==> config.mk <==
export PLATFORM = sky130hd
export DESIGN_NAME = hilo_mul_stage
export DESIGN_NICKNAME = d
export VERILOG_FILES = /design/src/rtl/hilo_mul_stage_pkg.sv /design/src/rtl/hilo_mul_stage_mul.sv /design/src/rtl/hilo_mul_stage.sv
export SDC_FILE = /design/constraint.sdc
export NUM_CORES = 2
export LEC_CHECK = 0
export ABC_AREA = 1
export CORE_ASPECT_RATIO = 2
export CORE_MARGIN = 2
export CORE_UTILIZATION = 40
export DETAILED_ROUTE_END_ITERATION = 16
export PLACE_DENSITY = 0.55
export RECOVER_POWER = 25
export SYNTH_ARGS = -nofsm -noshare
export SYNTH_HDL_FRONTEND = slang
export SYNTH_SLANG_ARGS = --single-unit
export TNS_END_PERCENT = 30
==> constraint.sdc <==
create_clock -name clk -period 15.1 [get_ports clk]
set_input_delay 3.02 -clock clk [delete_from_list [all_inputs] [get_ports clk]]
set_output_delay 3.02 -clock clk [all_outputs]
set_load 0.005 [all_outputs]
==> src/rtl/hilo_mul_stage_pkg.sv <==
// Shared ALU definitions for the HI/LO multiply stage: FSM encoding and default width.
package hilo_mul_stage_pkg;

  localparam int DEFAULT_DATA_WIDTH = 32;

  typedef enum logic [1:0] {
    IDLE  = 2'd0,
    EXEC  = 2'd1,
    WRITE = 2'd2
  } state_t;

endpackage

==> src/rtl/hilo_mul_stage_mul.sv <==
// Combinational radix-2 Booth multiplier: full signed 2*DATA_WIDTH product split into HI/LO.
module mul
  import hilo_mul_stage_pkg::*;
#(
  parameter int DATA_WIDTH = DEFAULT_DATA_WIDTH
) (
  input  logic [DATA_WIDTH-1:0] Q,
  input  logic [DATA_WIDTH-1:0] M,
  output logic [DATA_WIDTH-1:0] HI,
  output logic [DATA_WIDTH-1:0] LO
);

  logic [2*DATA_WIDTH-1:0] q_ext;
  logic [DATA_WIDTH:0]     m_ext;
  logic [2*DATA_WIDTH-1:0] pp [DATA_WIDTH];
  logic [2*DATA_WIDTH-1:0] sum;

  assign q_ext = {{DATA_WIDTH{Q[DATA_WIDTH-1]}}, Q};
  // Implicit zero below the LSB of M starts the Booth pair scan.
  assign m_ext = {M, 1'b0};

  for (genvar gi = 0; gi < DATA_WIDTH; gi++) begin : g_pp
    logic [1:0]              pair;
    logic [2*DATA_WIDTH-1:0] shifted;
    assign pair    = m_ext[gi+1:gi];
    assign shifted = q_ext << gi;
    assign pp[gi]  = (pair == 2'b01) ? shifted :
                     (pair == 2'b10) ? -shifted : '0;
  end

  always_comb begin
    sum = '0;
    for (int i = 0; i < DATA_WIDTH; i++) begin
      sum = sum + pp[i];
    end
  end

  assign {HI, LO} = sum;

endmodule

==> src/rtl/hilo_mul_stage.sv <==
// Multicycle signed multiply feeding architected HI/LO registers, with direct mthi/mtlo writes.
module hilo_mul_stage
  import hilo_mul_stage_pkg::*;
#(
  parameter int DATA_WIDTH = DEFAULT_DATA_WIDTH
) (
  input  logic                  clk,
  input  logic                  reset,
  input  logic                  start,
  input  logic [DATA_WIDTH-1:0] Q,
  input  logic [DATA_WIDTH-1:0] M,
  input  logic                  mthi,
  input  logic                  mtlo,
  input  logic [DATA_WIDTH-1:0] wdata,
  output logic                  ready,
  output logic                  busy,
  output logic                  done,
  output logic [DATA_WIDTH-1:0] HI,
  output logic [DATA_WIDTH-1:0] LO
);

  state_t                  state_reg, state_next;
  logic [DATA_WIDTH-1:0]   q_reg, m_reg;
  logic [DATA_WIDTH-1:0]   hi_reg, lo_reg;
  logic [DATA_WIDTH-1:0]   mul_hi, mul_lo;
  logic [2*DATA_WIDTH-1:0] prod_reg;
  logic                    done_reg;
  logic                    accept;

  mul #(.DATA_WIDTH(DATA_WIDTH)) u_mul (
    .Q  (q_reg),
    .M  (m_reg),
    .HI (mul_hi),
    .LO (mul_lo)
  );

  assign ready  = (state_reg == IDLE);
  assign busy   = ~ready;
  assign accept = ready & start;

  always_comb begin
    state_next = state_reg;
    case (state_reg)
      IDLE:    if (start) state_next = EXEC;
      EXEC:    state_next = WRITE;
      WRITE:   state_next = IDLE;
      default: state_next = IDLE;
    endcase
  end

  always_ff @(posedge clk or posedge reset) begin
    if (reset) begin
      state_reg <= IDLE;
      done_reg  <= 1'b0;
    end else begin
      state_reg <= state_next;
      done_reg  <= (state_reg == WRITE);
    end
  end

  // Operands are frozen at acceptance so later Q/M changes cannot leak in.
  always_ff @(posedge clk or posedge reset) begin
    if (reset) begin
      q_reg <= '0;
      m_reg <= '0;
    end else if (accept) begin
      q_reg <= Q;
      m_reg <= M;
    end
  end

  always_ff @(posedge clk or posedge reset) begin
    if (reset) begin
      prod_reg <= '0;
    end else if (state_reg == EXEC) begin
      prod_reg <= {mul_hi, mul_lo};
    end
  end

  // Product write-back and mthi/mtlo are mutually exclusive: writes only land in IDLE.
  always_ff @(posedge clk or posedge reset) begin
    if (reset) begin
      hi_reg <= '0;
      lo_reg <= '0;
    end else if (state_reg == WRITE) begin
      hi_reg <= prod_reg[2*DATA_WIDTH-1:DATA_WIDTH];
      lo_reg <= prod_reg[DATA_WIDTH-1:0];
    end else if (ready) begin
      if (mthi) hi_reg <= wdata;
      if (mtlo) lo_reg <= wdata;
    end
  end

  assign done = done_reg;
  assign HI   = hi_reg;
  assign LO   = lo_reg;

endmodule

==> metrics.md <==
| Metric | Value |
|---|---|
| DRT Wirelength | `246 mm` |
| Endpoints failing hold | `0` |
| Complex-gate fraction of the synthesized area | `15.2%` |
| Clock-pin slew on the worst setup and hold paths | `0.08 ns` |
| Via density | `5.82` |
| Post-Synth Adder-Cell Area | `49.8%` |
| Crit-path slowest cell | `dfrtp_1` |
| Area grow syn2layout | `6.88%` |
| TritonCTS buffer count | `25` |
| Arrival time worst endpoint | `11.15 ns` |
| Synth area leaders | `fa_1, inv_1, o22ai_1` |
| Die Ht | `547 um` |
| Yosys cell types | `51` |
| Post-synthesis area per instance | `8.28 um^2` |
| Most frequent CP cell | `fa_1` |
| Root Driver | `clkbuf_16` |
| Critical path capture point type | `flip-flop` |
| CP Buf/Inv Count | `9` |
| Post-Synth XOR/XNOR Area | `0.802%` |
| 1st-iter DRT viols | `4555` |
| Final HPWL DP | `199 mm` |
| Pin count of the biggest net entering global routing | `138` |
| Status | `finished, violations left` |
| Setup Viol. Count Final | `0` |
| Clock skew | `0.0431 ns` |
| # rows | `199` |
| DRT antenna net count | `0` |
| Cell count along the critical path | `35` |
| Crit path kind | `reg -> reg` |
| EDFF count, synth | `0` |
| Critical R2R Launch | `q_reg[0]` |
| Setup tns final | `0 ns` |
| Worst-Skew Late Latency | `0.59 ns` |
| Post-Synth Simple-Gate Area | `7.47%` |
| Non-Filler Instances | `8902` |
| Largest family of logic cells by synthesized area | `adder cells` |
| Share of cells above drive strength 1 | `5.01%` |
| Slew margin rel. | `-123%` |
| TritonCTS clock tree | `yes` |
| Worst Path Max Fanout | `32` |
| Largest buffer count on any clock path | `3` |
| Crit-path leading delay family | `adder cells` |
| Reg2Reg Depth | `35` |
| Initial antenna violation count | `6` |
| Drt pass-1 iters | `7` |
| DR WL/cell | `27.7 um` |
| Initial core utilization | `40.2%` |
| Violated checks | `capacitance limit, slew limit` |
| Worst-margin pin slew | `3.32 ns` |
| Mapped Area | `59000 um^2` |
| Syn Nets | `8750` |
| PostCTS Resize Cnt | `0` |
| Flop-to-flop setup slack | `4.29 ns` |
| Share of the synthesized area in the top cell type | `46.4%` |
| Post-synth ARST share | `100%` |
| Placed insts | `8867` |
| CP Launch Point | `q_reg[0]` |
| Fin nets | `8611` |
| Die area | `151000 um^2` |
| Area leader, netlist | `fa_1` |
| Req. time, crit path | `15.44 ns` |
| Worst setup SP type | `flip-flop` |
| Final Cycle Share | `71.6%` |
| Tot GR Track Use | `33.8%` |
| Gp weighted congestion | `0.971` |
| RSZ-0062 raised after global routing | `false` |
| Synth warn | `0` |
| Placed inst area | `62400 um^2` |
| H-Tree Depth | `4` |
| Chip Width | `276 um` |
| Critical Path Max Stage Delay | `0.65 ns` |
| IO Port Bufs | `167` |
| Core area | `147000 um^2` |
| Postcts setup bufs | `0` |
| Mux cell area share after synthesis | `1.22%` |
| Fmax | `92.5 MHz` |
| Post-synth top flop | `dfrtp_1` |
| Yosys reg bits | `195` |
| Post-route standard cell area excluding fillers | `63000 um^2` |
| Post-Synthesis Cells | `7124` |
| Minimum clock period | `10.81 ns` |
| Sinks on Clock Net | `195` |
| Top-Level Pins | `168` |
| Pins over their slew limit | `377` |
| Hold Path Class | `reg -> reg` |
| Global route total overflow | `0` |
| Number of flip-flops in the largest register | `64` |
| First-pass GRT wire length | `370 mm` |
| Max-cap violations | `8` |
| Worst R2R End | `prod_reg[46]` |
| Residual DRC count | `0` |
| Cts hold-fix bufs | `0` |
| Vias in the first global route | `55923` |
| Worst Setup EP | `prod_reg[46]` |
| Seq/Total Area, Yosys | `8.27%` |
| Via count | `51838` |
## placed cells by master, fill, tap and decap left out, types with 4 or more instances in the layout
| cell | Yosys | final |
|---|---|---|
| nor2_1 | 223 | 221 |
| xor2_1 | 28 | 20 |
| o211ai_1 | 4 | 4 |
| nand4_1 | 7 | 7 |
| inv_1 | 2177 | 2175 |
| dfrtp_1 | 195 | 195 |
| nand2_1 | 622 | 619 |
| nor3_1 | 14 | 14 |
| xnor2_1 | 26 | 26 |
| xor2_2 | 0 | 8 |
| clkdlybuf4s50_1 | 0 | 164 |
| or2_2 | 25 | 25 |
| a21oi_1 | 191 | 191 |
| clkbuf_16 | 0 | 25 |
| a21o_1 | 11 | 11 |
| a22oi_1 | 8 | 8 |
| mux2_2 | 64 | 64 |
| nand3_1 | 117 | 117 |
| ha_1 | 157 | 157 |
| clkinv_1 | 7 | 8 |
| nand3b_1 | 9 | 9 |
| o21ai_2 | 7 | 7 |
| fa_1 | 1368 | 1368 |
| a31oi_1 | 16 | 16 |
| nand2_2 | 9 | 12 |
| inv_2 | 38 | 37 |
| buf_4 | 2 | 136 |
| clkbuf_1 | 438 | 9 |
| nor2_2 | 5 | 7 |
| nand2_4 | 5 | 5 |
| o21ai_1 | 24 | 22 |
| o21ai_0 | 348 | 350 |
| o21bai_1 | 5 | 4 |
| nor4_1 | 10 | 10 |
| nand3_2 | 5 | 5 |
| o22ai_1 | 901 | 901 |
## Yosys cell counts (all sizes together) (3+ instances only)
library cell     n
a31oi           16
dfrtp          195
nor2           231
xnor2           26
o21bai           5
nor4            10
o211ai           4
inv           2216
o21a             3
clkinv           7
o2111ai          3
a21oi          192
ha             157
or2             25
a22oi            8
clkbuf         438
nand3          122
o21ai          381
xor2            28
fa            1368
buf             38
a21o            11
nand4            7
nand2          637
mux2            64
nand3b           9
nor3            14
o22ai          901
## area by class of cell
type / count / area [um^2]
timing repair buffer: 310 / 2740
tap: 1909 / 2390
fill: 14745 / 83600
antenna: 2 / 5.00
inverter: 2223 / 8350
clock buffer: 29 / 651
multi-input combinational: 4230 / 44000
sequential: 195 / 4880
clock inverter: 4 / 22.5
## kinds of logic after synthesis
group / after synthesis
muxes: 64
DFF: 195
adders and majority gates: 1525
buffers and inverters: 2699
AOI/OAI and AO/OA: 1532
and+or+nand+nor: 1055
xor gates and xnor gates: 54
## tightest hold or removal path, cell delays in order, from the launching register on
cell	delay (ns)
dfrtp_1	0.36
nand2_1	0.06
nand2_1	0.05
## routing by layer
metal / global-route usage [%] / routed length [um]
met2: 58.9 / 126000
met4: 31.0 / 29700
met3: 4.03 / 15300
met1: 35.0 / 75500
met5: 0 / 54
## worst min-delay path by stage
stage	start	end	slack (ns)	cells past startpoint
floorplan	prod_reg[1]	prod_reg[1]	0.44	2
global placement	prod_reg[3]	prod_reg[3]	0.47	2
detailed placement	prod_reg[4]	prod_reg[4]	0.47	2
CTS	prod_reg[1]	prod_reg[1]	0.49	2
global route	prod_reg[40]	prod_reg[40]	0.51	2
finish	prod_reg[1]	prod_reg[1]	0.49	2
## per-stage QoR
stage               utilization, %  setup slack (ns)  hold slack [ns]
finish                        43.0              4.29            0.494
global route                  43.0              3.65            0.506
CTS                           43.0              4.47            0.493
detailed placement            42.6              4.52            0.468
global placement              42.6              4.44            0.469
floorplan                        -              6.50            0.442
Power is not shown: default switching activity piles up to over one toggle a cycle in this logic, so the estimate is an artifact.
